File: config.mk
export PLATFORM = sky130hd
export DESIGN_NAME = mips_avalon_lsu_flat
export DESIGN_NICKNAME = d
export VERILOG_FILES = /design/src/rtl/mips_avalon_lsu_if.sv /design/src/rtl/mips_avalon_lsu.sv /design/src/flat_wrapper.sv
export SDC_FILE = /design/constraint.sdc
export NUM_CORES = 1
export LEC_CHECK = 0
export CAP_MARGIN = 5
export CORE_MARGIN = 10
export CORE_UTILIZATION = 45
export DETAILED_ROUTE_END_ITERATION = 7
export GPL_TIMING_DRIVEN = 0
export PLACE_DENSITY_LB_ADDON = 0.25
export SETUP_SLACK_MARGIN = 0.5
export SLEW_MARGIN = 20
export SYNTH_ARGS = -nofsm -noshare
export SYNTH_HDL_FRONTEND = slang
export SYNTH_SLANG_ARGS = --single-unit
File: constraint.sdc
create_clock -name clk -period 2.7 [get_ports clk]
set_input_delay 0.54 -clock clk [delete_from_list [all_inputs] [get_ports clk]]
set_output_delay 0.54 -clock clk [all_outputs]
set_load 0.02 [all_outputs]
File: src/rtl/mips_avalon_lsu_if.sv
// Core-side request/response and Avalon-MM master bundles
// for the MIPS load/store bus unit.
interface mips_avalon_lsu_req_if #(
  parameter int ADDR_W = 32,
  parameter int DATA_W = 32
);
  logic              req_valid;
  logic              req_ready;
  logic              req_write;
  logic [1:0]        req_size;
  logic              req_signed;
  logic [ADDR_W-1:0] req_addr;
  logic [DATA_W-1:0] req_wdata;
  logic              resp_valid;
  logic [DATA_W-1:0] resp_rdata;
  logic [1:0]        resp_err;
  logic              busy;

  modport master (
    output req_valid, req_write, req_size,
    output req_signed, req_addr, req_wdata,
    input  req_ready, resp_valid, resp_rdata,
    input  resp_err, busy
  );

  modport slave (
    input  req_valid, req_write, req_size,
    input  req_signed, req_addr, req_wdata,
    output req_ready, resp_valid, resp_rdata,
    output resp_err, busy
  );
endinterface

interface mips_avalon_lsu_avm_if #(
  parameter int ADDR_W = 32,
  parameter int DATA_W = 32
);
  localparam int BE_W = DATA_W / 8;

  logic [ADDR_W-1:0] address;
  logic              read;
  logic              write;
  logic              waitrequest;
  logic [DATA_W-1:0] writedata;
  logic [BE_W-1:0]   byteenable;
  logic [DATA_W-1:0] readdata;

  modport master (
    output address, read, write,
    output writedata, byteenable,
    input  waitrequest, readdata
  );

  modport slave (
    input  address, read, write,
    input  writedata, byteenable,
    output waitrequest, readdata
  );
endinterface

File: src/rtl/mips_avalon_lsu.sv
// Single-outstanding load/store unit bridging the MIPS core
// to an Avalon-MM master with lane steering and timeout.
module mips_avalon_lsu #(
  parameter int ADDR_W  = 32,
  parameter int DATA_W  = 32,
  parameter int TIMEOUT = 256
) (
  input logic                   clk,
  input logic                   reset,
  mips_avalon_lsu_req_if.slave  core,
  mips_avalon_lsu_avm_if.master avm
);

  localparam int BE_W   = DATA_W / 8;
  localparam int LANE_W = $clog2(BE_W);
  localparam int CNT_W  =
    (TIMEOUT > 0) ? $clog2(TIMEOUT + 1) : 1;

  typedef enum logic [1:0] {
    IDLE,
    BUS,
    RESP
  } state_t;

  state_t state;

  logic              r_write;
  logic [1:0]        r_size;
  logic              r_signed;
  logic [LANE_W-1:0] r_off;
  logic [CNT_W-1:0]  cnt;
  logic [CNT_W-1:0]  cnt_inc;

  logic              ready_q;
  logic              busy_q;
  logic              rv_q;
  logic [DATA_W-1:0] rdata_q;
  logic [1:0]        err_q;
  logic [ADDR_W-1:0] addr_q;
  logic              rd_q;
  logic              wr_q;
  logic [DATA_W-1:0] wd_q;
  logic [BE_W-1:0]   be_q;

  logic [LANE_W-1:0] off_in;
  logic              mis;
  logic [BE_W-1:0]   be_in;
  logic [DATA_W-1:0] wd_in;
  logic [DATA_W-1:0] sh;
  logic [DATA_W-1:0] keep;
  logic              sb;
  logic [DATA_W-1:0] ext;
  logic              tmo;

  assign off_in  = core.req_addr[LANE_W-1:0];
  assign cnt_inc = cnt + CNT_W'(1);
  assign tmo     = (TIMEOUT != 0) &&
                   (cnt_inc == CNT_W'(TIMEOUT));

  // Alignment check on the incoming request.
  always_comb begin
    mis = 1'b0;
    unique case (core.req_size)
      2'd0: mis = 1'b0;
      2'd1: mis = core.req_addr[0];
      2'd2: mis = |core.req_addr[1:0];
      default:
        mis = (DATA_W == 32) || (|core.req_addr[2:0]);
    endcase
  end

  // Lane enables and replicated store data.
  always_comb begin
    be_in = '0;
    wd_in = '0;
    unique case (core.req_size)
      2'd0: begin
        be_in = BE_W'(1) << off_in;
        wd_in = {BE_W{core.req_wdata[7:0]}};
      end
      2'd1: begin
        be_in = BE_W'(2'b11) << off_in;
        wd_in = {(BE_W/2){core.req_wdata[15:0]}};
      end
      2'd2: begin
        be_in = BE_W'(4'hF) << off_in;
        wd_in = {(BE_W/4){core.req_wdata[31:0]}};
      end
      default: begin
        be_in = '1;
        wd_in = core.req_wdata;
      end
    endcase
  end

  // Shift the addressed lanes down and extend.
  always_comb begin
    sh   = avm.readdata >> {r_off, 3'b000};
    keep = '1;
    sb   = 1'b0;
    unique case (r_size)
      2'd0: begin
        keep = DATA_W'(8'hFF);
        sb   = sh[7];
      end
      2'd1: begin
        keep = DATA_W'(16'hFFFF);
        sb   = sh[15];
      end
      2'd2: begin
        keep = DATA_W'(32'hFFFF_FFFF);
        sb   = sh[31];
      end
      default: begin
        keep = '1;
        sb   = 1'b0;
      end
    endcase
    ext = (sh & keep) |
          ((r_signed && sb) ? ~keep : '0);
  end

  // Request/bus/response sequencer.
  always_ff @(posedge clk or negedge reset) begin
    if (!reset) begin
      state    <= IDLE;
      r_write  <= 1'b0;
      r_size   <= 2'd0;
      r_signed <= 1'b0;
      r_off    <= '0;
      cnt      <= '0;
      ready_q  <= 1'b1;
      busy_q   <= 1'b0;
      rv_q     <= 1'b0;
      rdata_q  <= '0;
      err_q    <= 2'd0;
      addr_q   <= '0;
      rd_q     <= 1'b0;
      wr_q     <= 1'b0;
      wd_q     <= '0;
      be_q     <= '0;
    end else begin
      case (state)
        IDLE: begin
          if (core.req_valid) begin
            r_write  <= core.req_write;
            r_size   <= core.req_size;
            r_signed <= core.req_signed;
            r_off    <= off_in;
            cnt      <= '0;
            ready_q  <= 1'b0;
            busy_q   <= 1'b1;
            if (mis) begin
              state   <= RESP;
              rv_q    <= 1'b1;
              err_q   <= 2'd1;
              rdata_q <= '0;
            end else begin
              state  <= BUS;
              addr_q <= {core.req_addr[ADDR_W-1:LANE_W],
                         {LANE_W{1'b0}}};
              be_q   <= be_in;
              wd_q   <= wd_in;
              rd_q   <= !core.req_write;
              wr_q   <= core.req_write;
            end
          end
        end
        BUS: begin
          if (!avm.waitrequest) begin
            state   <= RESP;
            rd_q    <= 1'b0;
            wr_q    <= 1'b0;
            rv_q    <= 1'b1;
            err_q   <= 2'd0;
            rdata_q <= r_write ? '0 : ext;
          end else begin
            cnt <= cnt_inc;
            if (tmo) begin
              state   <= RESP;
              rd_q    <= 1'b0;
              wr_q    <= 1'b0;
              rv_q    <= 1'b1;
              err_q   <= 2'd2;
              rdata_q <= '0;
            end
          end
        end
        RESP: begin
          state   <= IDLE;
          rv_q    <= 1'b0;
          cnt     <= '0;
          ready_q <= 1'b1;
          busy_q  <= 1'b0;
        end
        default: begin
          state   <= IDLE;
          rv_q    <= 1'b0;
          rd_q    <= 1'b0;
          wr_q    <= 1'b0;
          ready_q <= 1'b1;
          busy_q  <= 1'b0;
        end
      endcase
    end
  end

  assign core.req_ready  = ready_q;
  assign core.busy       = busy_q;
  assign core.resp_valid = rv_q;
  assign core.resp_rdata = rdata_q;
  assign core.resp_err   = err_q;

  assign avm.address    = addr_q;
  assign avm.read       = rd_q;
  assign avm.write      = wr_q;
  assign avm.writedata  = wd_q;
  assign avm.byteenable = be_q;

endmodule

File: src/flat_wrapper.sv
// flat-port wrapper written by rule: the top's interface ports become plain ports
module mips_avalon_lsu_flat 
#(
  parameter int ADDR_W  = 32,
  parameter int DATA_W  = 32,
  parameter int TIMEOUT = 256
)
  (clk, reset, core_req_valid, core_req_write, core_req_size, core_req_signed, core_req_addr, core_req_wdata, core_req_ready, core_resp_valid, core_resp_rdata, core_resp_err, core_busy, avm_address, avm_read, avm_write, avm_writedata, avm_byteenable, avm_waitrequest, avm_readdata);
  mips_avalon_lsu_req_if #(.ADDR_W(ADDR_W), .DATA_W(DATA_W)) core_i ();
  mips_avalon_lsu_avm_if #(.ADDR_W(ADDR_W), .DATA_W(DATA_W)) avm_i ();
  input logic clk;
  input logic reset;
  input wire logic [$bits(core_i.req_valid)-1:0] core_req_valid;
  input wire logic [$bits(core_i.req_write)-1:0] core_req_write;
  input wire logic [$bits(core_i.req_size)-1:0] core_req_size;
  input wire logic [$bits(core_i.req_signed)-1:0] core_req_signed;
  input wire logic [$bits(core_i.req_addr)-1:0] core_req_addr;
  input wire logic [$bits(core_i.req_wdata)-1:0] core_req_wdata;
  output wire logic [$bits(core_i.req_ready)-1:0] core_req_ready;
  output wire logic [$bits(core_i.resp_valid)-1:0] core_resp_valid;
  output wire logic [$bits(core_i.resp_rdata)-1:0] core_resp_rdata;
  output wire logic [$bits(core_i.resp_err)-1:0] core_resp_err;
  output wire logic [$bits(core_i.busy)-1:0] core_busy;
  output wire logic [$bits(avm_i.address)-1:0] avm_address;
  output wire logic [$bits(avm_i.read)-1:0] avm_read;
  output wire logic [$bits(avm_i.write)-1:0] avm_write;
  output wire logic [$bits(avm_i.writedata)-1:0] avm_writedata;
  output wire logic [$bits(avm_i.byteenable)-1:0] avm_byteenable;
  input wire logic [$bits(avm_i.waitrequest)-1:0] avm_waitrequest;
  input wire logic [$bits(avm_i.readdata)-1:0] avm_readdata;
  assign core_i.req_valid = core_req_valid;
  assign core_i.req_write = core_req_write;
  assign core_i.req_size = core_req_size;
  assign core_i.req_signed = core_req_signed;
  assign core_i.req_addr = core_req_addr;
  assign core_i.req_wdata = core_req_wdata;
  assign core_req_ready = core_i.req_ready;
  assign core_resp_valid = core_i.resp_valid;
  assign core_resp_rdata = core_i.resp_rdata;
  assign core_resp_err = core_i.resp_err;
  assign core_busy = core_i.busy;
  assign avm_address = avm_i.address;
  assign avm_read = avm_i.read;
  assign avm_write = avm_i.write;
  assign avm_writedata = avm_i.writedata;
  assign avm_byteenable = avm_i.byteenable;
  assign avm_i.waitrequest = avm_waitrequest;
  assign avm_i.readdata = avm_readdata;
  mips_avalon_lsu #(.ADDR_W(ADDR_W), .DATA_W(DATA_W), .TIMEOUT(TIMEOUT)) u_core (.clk(clk), .reset(reset), .core(core_i), .avm(avm_i));
endmodule
After elaboration in Yosys (flattened, before gate mapping)
Cells that the tools add are included.

storage, ports and cells
  input port bits = 104
  logic and storage cells = 96
  output and inout bits = 107
  bits in registers = 122

cells by class
  shift-type cells = 4
  add/subtract/negate cells = 1
  bitwise gates (word level) = 6
  reduce and logical (&&, ||, !) cells = 16
  equal/unequal tests = 12
  muxes and demuxes = 41

operator list
  kind                 count
  $mux 32              6
  $pmux 32 s2          3
  $and 32x32->32       1
  $not 32->32          1
  $or 32x32->32        1
  $shr 32x5->32        1
  $pmux 9 s3           1
  $mux 9               2
  $mux 2               7
  $mux 1               12
  $pmux 1 s3           4
  $pmux 4 s3           1
  $add 9x1->9 const B  1
  $eq 9x9->1 const B   1
  $reduce_and 3->1     3
  $pmux 2 s2           2
  $reduce_and 4->1     2
  $eq 2x1->1 const B   3
  $eq 2x2->1 const B   3
  $logic_not 2->1      3
  $ne 2x2->1 const B   3
  $pmux 1 s2           3
  $reduce_and 2->1     3
  $shl 1x2->4 const A  1
  10 further kinds     12

Logic depth before layout (Yosys ltp)
  depth in word-level cells = 8
  depth in mapped cells = 9
  depth with buffers taken out = 8

Worst setup path before layout
No wires, ideal clock.

  path kind = in2reg
  start = input core_req_size[0]
  end = register u_core.err_q[1] (netlist: u_core.core.resp_err[1])
  setup time = 0.125 ns
  data required time = 2.575 ns
  setup slack = 0.615 ns
  arrival time = 1.961 ns
  buffers on the path = 0
  stages on the path = 8
  cell sequence = inv_1 > ha_1 > a21oi_1 > o21bai_2 > nor3_1 > nor3_4 > nand2_8 > mux2_2

between the ends
  longest elaborated chain between the ends = 4
  elaborated cells on any way between the ends = 6
  those cells by class = eq/ne: 3; mux: 1; reduce/logical: 2

ends and longest elaborated chain
  element                                   line                    source
  start, declared                           flat_wrapper.sv:15      input wire logic [$bits(core_i.req_size)-1:0] core_req_size;
  $eq 2x2->1, or another cell as far along  mips_avalon_lsu.sv:63   unique case (core.req_size)
  $pmux 1 s3 *                              mips_avalon_lsu.sv:63
  $ne 2x1->1 (no source line) *             --
  $reduce_and 4->1 (no source line) *       --
  end signal, assigned                      mips_avalon_lsu.sv:136  err_q <= 2'd0;
  end signal, assigned                      mips_avalon_lsu.sv:156  err_q <= 2'd1;
  end signal, assigned                      mips_avalon_lsu.sv:175  err_q <= 2'd0;
  end, declared                             mips_avalon_lsu.sv:38   logic [1:0] err_q;

Mark *: on every way between the ends. The rest lies on a longest branch, timed or not.
A chain may end at the register's enable or synchronous reset.

Worst setup path in the final report
  start = register u_core.ready_q (netlist: u_core.core.req_ready)
  end = output core_req_ready

RTL lines
  element                 line                    source
  start, declared         mips_avalon_lsu.sv:34   logic ready_q;
  start signal, assigned  mips_avalon_lsu.sv:132  ready_q <= 1'b1;
  start signal, assigned  mips_avalon_lsu.sv:151  ready_q <= 1'b0;
  start signal, assigned  mips_avalon_lsu.sv:193  ready_q <= 1'b1;
  end, declared           flat_wrapper.sv:19      output wire logic [$bits(core_i.req_ready)-1:0] core_req_ready;

No word-level cell between the ends.

==> metrics.yaml <==
worst-path-max-fanout: 2
critPathRequiredTime_ns: 2.16
cts-root-buf: "clkbuf_16"
cp-start-kind: "register"
finalWirelength_um: 18800
power_leakage_nw: 3.86
outcome: "completed"
min_period_ns: 2.10
firstDrtPassIters: 5
drive_gt1_share_pct: 16.8
drc: 0
reg2reg_from: "u_core.cnt[0]"
cts-buffers-inserted: 17
ys_seq_elements: 122
grt_usage_pct: 21.1
core_um2: 12600
hold_class: "primary input to asynchronous set/reset pin"
htreeDepth: 4
wl_per_cell_um: 20.2
grt_first_pass_wirelength_um: 29800
max_freq_ghz: 0.476
synth-edff-count: 0
final_cell_area_um2: 8780
crit_slowest_cell: "clkdlybuf4s50_1"
clk_latency_ns: 0.42
synth_async_sr_flop_share_pct: 100
yosysSeqAreaShare_pct: 52.6
cts_tree: "yes"
critPathKind: "register to output pin"
io_pins: 211
cap_violations: 0
post_dp_cell_area_um2: 8140
gp_congestion: 0.836
r2r_slack_ns: 0.61
timing.rr.end: "u_core.core.resp_rdata[30]"
critPathBufInv: 1
clockBufferDepth: 2
grt_pass1_vias: 5296
die_h_um: 134
grt_max_degree: 63
post-route-period-util_pct: 77.9
slew_viol_final: 0
path_delay_family: "buffers and inverters"
cp.arrival_ns: 1.56
powerDensity_nw_per_um2: 1160
cp-end-kind: "output pin"
tns_ns: 0
cts_hold_buf: 0
place_ws_ns: -0.364
stdcell_count: 930
setup_viol: 0
ys_types: 57
area_growth_pct: 51.2
yosysWarnings: 0
r2r_cells: 8
num-nets-final: 854
tightestPinTransition_ns: 0.716
rsz0062_at_grt: "false"
place_hpwl_um: 14000
synth_area_um2: 5810
synth_ff_type: "dfrtp_1"
syn_inst: 511
vias: 5090
io_buffers: 208
postSynthAreaPerCell_um2: 11.4
fin_ws_ns: 0.597
final_common_cell: "clkdlybuf4s50_1"
die_area_um2: 17800
place_inst: 893
critPathMaxStageDelay_ns: 0.62
start_util_pct: 46.0
final_cell_mix: "clkdlybuf4s50_1 (205), dfrtp_1 (119), nand2_1 (58), o21ai_0 (56), mux2_2 (41)"
clkTransAtPathRegs_ns: 0.05
die_w_um: 134
cts_sinks: 122
drt-initial-drc-count: 328
path_cells: "clkdlybuf4s50_1"
vias_per_cell: 5.47
holdWs_ns: 0.0972
antenna_left: 0
hold_viol: 0
antenna_found_initial: 1
grt.overflow.total: 0
slew_headroom_pct: 51.9
fin_skew_ns: 0.00832
rows: 41
vdd_drop_max_v: 0.000592
-- worst max-delay path by stage --
stage	startpoint	end	slack, ns	cells after the start
global placement	reset	u_core.core.resp_rdata[4]	-3.60	1
global route	core_req_addr[1]	u_core.avm.address[23]	0.50	7
CTS	core_req_size[1]	u_core.avm.address[18]	0.52	8
finish	u_core.core.req_ready	core_req_ready	0.60	1
detailed placement	core_req_size[0]	u_core.avm.writedata[18]	-0.36	8
floorplan	core_req_size[0]	u_core.core.resp_err[1]	0.61	8
-- where the power goes --
part	switching (W)	total, W	internal (W)
clock	0.000823	0.00210	0.00128
combinational	0.00262	0.00499	0.00237
sequential	0.000489	0.00313	0.00264
-- layout make-up --
class	count	area, µm²
clock buffers	19	443
well taps	172	215
plain buffers	36	215
fillers	967	3840
flip-flops and latches	122	3060
clock inverters	13	104
diodes	1	2.50
repair buffers	213	2140
multi-input cells	348	2580
inverters	6	22.5
-- synthesized netlist by cell type, types with 3 or more instances --
master	number	area (µm²)
dfrtp_1	121	3030
nand2_1	58	218
o21ai_0	56	280
mux2_2	41	462
a22o_1	36	315
mux2i_1	24	240
a21oi_1	21	105
clkbuf_1	16	60.1
nor2_1	13	48.8
nor2b_1	10	62.6
a211o_1	9	78.8
buf_2	9	45.0
a22oi_1	8	60.1
a32o_1	7	70.1
buf_6	6	67.6
ha_1	6	75.1
inv_1	6	22.5
o31ai_1	5	37.5
mux2_1	4	45.0
nand2b_1	4	25.0
buf_4	3	22.5
nand3_1	3	15.0
nand4_1	3	18.8
nor3_1	3	15.0
-- metrics by stage --
step,total power (W),utilization (%)
2_1_floorplan,0.00574,-
3_3_place_gp,0.00796,64.2
3_5_place_dp,0.00810,64.5
4_1_cts,0.0103,69.3
5_1_grt,0.0108,69.6
6_report,0.0102,69.6
-- state kept, by name (all words and copies together) (netlist names), 2 cells and up --
register and cells:
u_core.r_size 2, u_core.core.resp_err 2, u_core.r_off 2, u_core.avm.address 30, u_core.state 2, u_core.cnt 9
u_core.avm.byteenable 4, u_core.avm.writedata 32, u_core.core.resp_rdata 32
-- routing by layer --
layer,vias up,track usage (%),share of wire [%]
met4,0,7.13,1.9
met3,29,8.35,8.7
li1,2327,-,-
met5,-,0,0
met1,2505,23.9,38
met2,229,35.5,52
-- what timing repair did --
| item | in CTS | in global routing |
|---|---|---|
| setup buffers | 3 | 1 |
| setup endpoints to repair | 99 | 74 |
| pin swaps | 3 | 2 |
| endpoints found under the hold margin | 0 | 0 |
| resized for setup | 16 | 8 |
-- kinds of logic after synthesis --
| kind of cell | after synthesis | share of synthesized area, % |
|---|---|---|
| AOI/OAI and AO/OA | 156 | 18.6 |
| DFF | 122 | 52.6 |
| and+or+nand+nor | 112 | 10.2 |
| muxes | 69 | 12.9 |
| buffers and inverters | 42 | 3.88 |
| adders and majority gates | 6 | 1.29 |
| xor gates and xnor gates | 3 | 0.453 |
| other | 1 | 0.0646 |
Note: power is estimated with default switching activity, not from simulation.
